--- src/rtl/pcm_to_pdm.sv ---
// Multi-channel PDM microphone emulator: PCM samples in, one first-order
// sigma-delta bit per channel out on each rising edge of pdm_clk.
module pcm_to_pdm #(
    parameter int BIT_WIDTH = 16,
    parameter int NUM_MICS  = 9,
    parameter int OSR       = 64
) (
    input  logic                 clk,
    input  logic                 reset_n,
    input  logic                 pdm_clk,
    output logic [NUM_MICS-1:0]  pdm,
    input  logic [BIT_WIDTH-1:0] pcm_data,
    input  logic [4:0]           pcm_ch,
    input  logic                 pcm_valid,
    output logic                 pcm_ready,
    output logic                 frame_strobe,
    output logic [NUM_MICS-1:0]  underrun,
    input  logic                 underrun_clr
);

    localparam int FW = $clog2(OSR);
    localparam logic [FW-1:0] FLAST = FW'(OSR - 1);

    logic                 pdm_clk_q;
    logic [FW-1:0]        fcnt_q;
    logic [FW-1:0]        fcnt_d;
    logic [BIT_WIDTH-1:0] pend_q   [NUM_MICS];
    logic [BIT_WIDTH-1:0] active_q [NUM_MICS];
    logic [BIT_WIDTH:0]   acc_q    [NUM_MICS];
    logic [BIT_WIDTH:0]   acc_d    [NUM_MICS];
    logic [BIT_WIDTH:0]   sum      [NUM_MICS];
    logic [NUM_MICS-1:0]  pend_vld_q;
    logic [NUM_MICS-1:0]  pdm_q;
    logic [NUM_MICS-1:0]  pdm_d;
    logic [NUM_MICS-1:0]  urun_q;
    logic [NUM_MICS-1:0]  urun_d;
    logic                 fstb_q;

    logic        tick;
    logic        bnd;
    logic        in_rng;
    logic        accept;
    logic [31:0] pv_ext;

    assign tick   = pdm_clk & ~pdm_clk_q;
    assign bnd    = tick & (fcnt_q == FLAST);
    assign in_rng = 32'(pcm_ch) < NUM_MICS;
    assign pv_ext = 32'(pend_vld_q);

    // Out-of-range channels are always ready so a stray write never stalls.
    assign pcm_ready = in_rng ? ~pv_ext[pcm_ch] : 1'b1;
    assign accept    = pcm_valid & pcm_ready & in_rng;

    assign fcnt_d = bnd ? '0 : fcnt_q + FW'(1);

    // Offset-binary input (MSB flipped) added into the accumulator;
    // the carry out is the PDM bit and is dropped from the accumulator.
    always_comb begin
        for (int i = 0; i < NUM_MICS; i++) begin
            sum[i] = acc_q[i] + {1'b0, ~active_q[i][BIT_WIDTH-1],
                                 active_q[i][BIT_WIDTH-2:0]};
            pdm_d[i]  = sum[i][BIT_WIDTH];
            acc_d[i]  = {1'b0, sum[i][BIT_WIDTH-1:0]};
            urun_d[i] = (bnd & ~pend_vld_q[i])
                      | (urun_q[i] & ~underrun_clr);
        end
    end

    always_ff @(posedge clk) begin
        if (!reset_n) begin
            pdm_clk_q  <= 1'b1;
            fcnt_q     <= '0;
            fstb_q     <= 1'b0;
            pdm_q      <= '0;
            urun_q     <= '0;
            pend_vld_q <= '0;
            for (int i = 0; i < NUM_MICS; i++) begin
                pend_q[i]   <= '0;
                active_q[i] <= '0;
                acc_q[i]    <= '0;
            end
        end else begin
            pdm_clk_q <= pdm_clk;
            fstb_q    <= bnd;
            urun_q    <= urun_d;
            if (tick) begin
                fcnt_q <= fcnt_d;
                pdm_q  <= pdm_d;
            end
            for (int i = 0; i < NUM_MICS; i++) begin
                if (tick)
                    acc_q[i] <= acc_d[i];
                if (bnd && pend_vld_q[i]) begin
                    active_q[i]   <= pend_q[i];
                    pend_vld_q[i] <= 1'b0;
                end else if (accept && pcm_ch == 5'(i)) begin
                    pend_q[i]     <= pcm_data;
                    pend_vld_q[i] <= 1'b1;
                end
            end
        end
    end

    assign pdm          = pdm_q;
    assign frame_strobe = fstb_q;
    assign underrun     = urun_q;

endmodule

--- config.mk ---
export PLATFORM = sky130hd
export DESIGN_NAME = pcm_to_pdm
export DESIGN_NICKNAME = d
export VERILOG_FILES = /design/src/rtl/pcm_to_pdm.sv
export SDC_FILE = /design/constraint.sdc
export NUM_CORES = 1
export LEC_CHECK = 0
export ABC_AREA = 1
export CORE_MARGIN = 2
export CORE_UTILIZATION = 60
export DETAILED_ROUTE_END_ITERATION = 10
export PLACE_DENSITY_LB_ADDON = 0.3
export SETUP_SLACK_MARGIN = 0.15
export SLEW_MARGIN = 15
export SYNTH_ARGS = -nofsm -noshare
export SYNTH_HDL_FRONTEND = slang
export SYNTH_SLANG_ARGS = --single-unit
--- constraint.sdc ---
create_clock -name clk -period 14.8 [get_ports clk]
set_input_delay 2.96 -clock clk [delete_from_list [all_inputs] [get_ports clk]]
set_output_delay 2.96 -clock clk [all_outputs]
set_load 0.02 [all_outputs]
# Word level (Yosys, flattened, before mapping)
# Memory sizes are Yosys's and may differ from the RTL's.
# Cells that the tools add are included.
[word_totals]
register_bits = 35
mem_bits_rw = 432
in_bits = 26
out_inout_bits = 20
word_cells = 244
memories = 3
[classes]
addsub = 10
magnitude_cmp = 2
eq_ne = 9
muxes = 98
bitwise = 80
reduce_logical = 28
[mem_list]
columns = ["name", "words", "width", "rd", "rd_ports_with_merged_regs", "write_ports", "line_no", "text"]
rows = [
  ["acc_q", 9, 16, 9, 0, 9, "29", "logic [BIT_WIDTH:0] acc_q [NUM_MICS];"],
  ["active_q", 9, 16, 9, 0, 9, "28", "logic [BIT_WIDTH-1:0] active_q [NUM_MICS];"],
  ["pend_q", 9, 16, 9, 0, 9, "27", "logic [BIT_WIDTH-1:0] pend_q [NUM_MICS];"],
]
[ops]
columns = ["op", "n"]
rows = [
  ["$mux 16", 27],
  ["$add 17x16->17", 9],
  ["$mux 1", 69],
  ["$or 1x1->1", 36],
  ["$and 1x1->1", 22],
  ["$not 1->1", 22],
  ["$eq 5x3->1 const B", 4],
  ["$logic_and 1x1->1", 18],
  ["$reduce_or 2->1", 9],
  ["$eq 5x2->1 const B", 2],
  ["$add 6x1->6 const B", 1],
  ["$eq 6x6->1 const B", 1],
  ["$lt 5x6->1 const B", 1],
  ["$mux 6", 1],
  ["$bmux 1 s5", 1],
  ["$eq 5x1->1 const B", 1],
  ["$eq 5x4->1 const B", 1],
  ["$logic_not 5->1", 1],
  ["$lt 5x4->1 const B", 1],
]

# Longest topological paths before layout
[logic_depth]
ltp_word = 12
mapped_depth = 15
mapped_depth_nobuf = 13

# Worst setup path before layout
# Ideal clock, no wire load.
[synth_path]
path_kind = "input -> register"
startpoint = "in reset_n"
endpoint = "mem acc_q[0][0] (netlist bit) (enable)"
setup_ns = 0.497
arrival_time_ns = 6.527
t_required_ns = 14.303
path_slack_ns = 7.776
cell_stages = 5
n_path_buf = 2
cell_sequence = "buf_2 inv_2 clkbuf_1 nor2_1 inv_1"
[synth_rtl]
columns = ["element", "line_no", "text"]
rows = [
  ["start: declaration", "9", "input logic reset_n,"],
  ["end: declaration", "29", ""],
]

# Worst setup path after layout
[layout_path]
startpoint = "in pcm_ch[0]"
endpoint = "out pcm_ready"
[layout_via]
elab_chain_len = 4
word_cells_on_any_way = 5
cone_classes = "order compare: 1; mux: 3; bitwise: 1"
[layout_lines]
columns = ["element", "line_no", "text"]
rows = [
  ["start: declaration", "13", "input logic [4:0] pcm_ch,"],
  ["$bmux 1 s5", "51", "assign pcm_ready = in_rng ? ~pv_ext[pcm_ch] : 1'b1;"],
  ["$mux 1 (not written as such)", "51", ""],
  ["$not 1->1", "51", ""],
  ["$mux 1 (*)", "51", ""],
  ["end: declaration", "15", "output logic pcm_ready,"],
]
# Mark *: on every way between the ends. The rest lies on a longest branch, timed or not. The select of a mux whose other input is x is not followed.

==> results.ini <==
[floorplan]
initial_utilization_pct = 60.75
fp.dieH_um = 201.8
io_pins = 46
dieArea_mm2 = 0.04073
row_count = 72
chipWidth_um = 201.8
coreArea_mm2 = 0.03865

[setup_path]
critPathKind = in2out
cp-end-kind = output port
ff2ff_path_depth = 10
cp_data_arrival_time_ps = 4810
crit_fanout = 9
setup.worst_path.start_class = primary input
cp_data_required_time_ps = 11840

[finish]
final_area_mm2 = 0.02607
seq_area_mm2 = 0.01367
final_common_cell = edfxtp_1
nets = 2438
layout_common_cells = edfxtp_1, nand2_1, inv_1, a21oi_1, nor2_1
antenna_cells = 0
drive_above_1_share_pct = 5.272
fillers = 2918
multi_input_area_mm2 = 0.008612
area_growth_pct = 11.04

[clocking]
hold_buffers = 0
postCtsSetupRepairBufs = 0
clkSinkCount = 467
clockBufferDepth = 3
numCtsBuffers = 49
cts_root_buf = clkbuf_16
clk_pin_slew_ps = 60
insertion_delay_ps = 590
cts_resized = 0
h-tree-depth = 2
cts_tree = built

[synthesis]
synthCells = 2207
async_flop_share_pct = 0
synth_edf_count = 432
yosysWarnings = 0
synth_ff_type = edfxtp_1
syn-num-nets = 2387
seq_area_frac_synth_pct = 58.23
syn_area_mm2 = 0.02348
syn_avg_cell_area_um2 = 10.64
ys_ff_latch = 467
yosysUniqueCellTypes = 47

[hold_path]
holdPathStages = 2
hold_path.class = reg2reg

[sta]
report.final.slew_viol_count = 0
hold_viol = 0
setup_tns_ps = 0
max_freq_mhz = 128.8
max_slew_margin_pct = 21.12
rsz0062_at_grt = false
post-route-period-util_pct = 52.48
setup_violations = 0
tightest_slew_ps = 1183
period_needed_ps = 7766
skew_ps = 20.55

[routing]
wl_per_cell_um = 18.18
drt_iter0_markers = 1381
drt-total-wl_um = 51140
vias = 16200
drt-vias-per-instance = 5.759
ant_nets = 0
drcViolationCount = 0
first_pass_iters = 6

[place]
gp_congestion = 0.9005
dp_hpwl_um = 32730
port_buffers = 45
place_area_mm2 = 0.02438

[global_routing]
grt_pass1_wl_um = 81620
grt_pass1_vias = 15930
grt_util_all_layers_pct = 25.39
antenna_found_initial = 0
grt_max_degree = 100
grt_remaining_overflow = 0

[power_and_ir_drop]
power.density_mw_per_mm2 = 120.7
total_power_w = 0.003148
vdd_drop_max_v = 0.00009006
power.leakage_nw = 10.70

[run]
maxCapViolCount = 0

[outcome]
status = finished, final reports clean

state kept, by name, indices dropped and copies added, names as in the netlist:
signal / flops
frame_strobe: 1
pdm: 9
active_q: 144
pdm_clk_q: 1
acc_q: 144
pend_vld_q: 9
underrun: 9
fcnt_q: 6
pend_q: 144
critical path, cell delays in order:
cell and delay, ps:
clkdlybuf4s50_1 670, inv_2 90, nand2_1 70, nand2_1 50, nand2_1 50, nand2_1 60
nand2_1 70, nand3_2 110, nand2_1 80, clkdlybuf4s50_1 600
cell usage after synthesis (8+ instances only):
| library cell | number | area share [%] |
|---|---|---|
| o21a_1 | 28 | 0.90 |
| nand2_1 | 331 | 5.3 |
| fa_1 | 9 | 0.77 |
| nor3_1 | 25 | 0.53 |
| inv_1 | 237 | 3.8 |
| a21oi_2 | 10 | 0.37 |
| o21ai_0 | 88 | 1.9 |
| nor2_1 | 197 | 3.1 |
| dfxtp_1 | 35 | 3.0 |
| edfxtp_1 | 432 | 55 |
| a21boi_0 | 84 | 2.7 |
| a21o_1 | 26 | 0.83 |
| o21ai_1 | 18 | 0.38 |
| o32ai_1 | 8 | 0.30 |
| a21oi_1 | 236 | 5.0 |
| buf_6 | 11 | 0.53 |
| o21bai_1 | 8 | 0.26 |
| nand3_1 | 85 | 1.8 |
| o31ai_1 | 9 | 0.29 |
| ha_1 | 145 | 7.7 |
| clkbuf_1 | 42 | 0.67 |
| a21boi_1 | 60 | 1.9 |
layout make-up:
cell class / instances / area share, %
Clock inverter: 28 / 1.449
Clock buffer: 60 / 5.025
Inverter: 241 / 3.489
Tap cell: 518 / 2.486
Sequential cell: 467 / 52.45
Timing Repair Buffer: 57 / 2.073
Multi-Input combinational cell: 1442 / 33.03
path summary, 6_finish.rpt:
check                           slack (ps)       from              to
worst max-delay path                  7030  pcm_ch[0]       pcm_ready
worst min-delay path                   450     pdm[2]          pdm[2]
worst max register to register       11130  fcnt_q[0]  pend_q[0][131]
worst min register to register         450     pdm[2]          pdm[2]
cell families after synthesis:
family          share of synthesized area [%]
buf+inv                                 5.174
flops                                   58.23
xor+xnor                               0.1492
compound gates                          15.95
simple gates                            12.00
fa+ha+maj                               8.494
per-stage QoR:
stage | utilization (%) | instances | hold slack, ps | worst slack, ps
4_1_cts | 67.46 | 2813 | 451.2 | 7025
3_3_place_gp | 63.09 | 2725 | 435.8 | 7040
3_5_place_dp | 63.09 | 2725 | 439.1 | 7026
6_report | 67.46 | 2813 | 450.2 | 7034
2_1_floorplan | - | 2207 | 456.7 | 7776
5_1_grt | 67.46 | 2813 | 471.4 | 6862
where the power goes:
group	switching [W]	internal, W	leakage (nW)
logic	0.000212	0.000105	5.24
clock network	0.000516	0.000786	0.810
registers	0.0000230	0.00151	4.65
total	0.000751	0.00240	10.7
layer usage:
layer	GRT usage, %	share of wire (%)
met5	0	0
met4	9.034	2.6
met3	3.209	5.6
met2	41.95	47
met1	34.92	44
No activity file was read; power rests on OpenSTA's default activity.
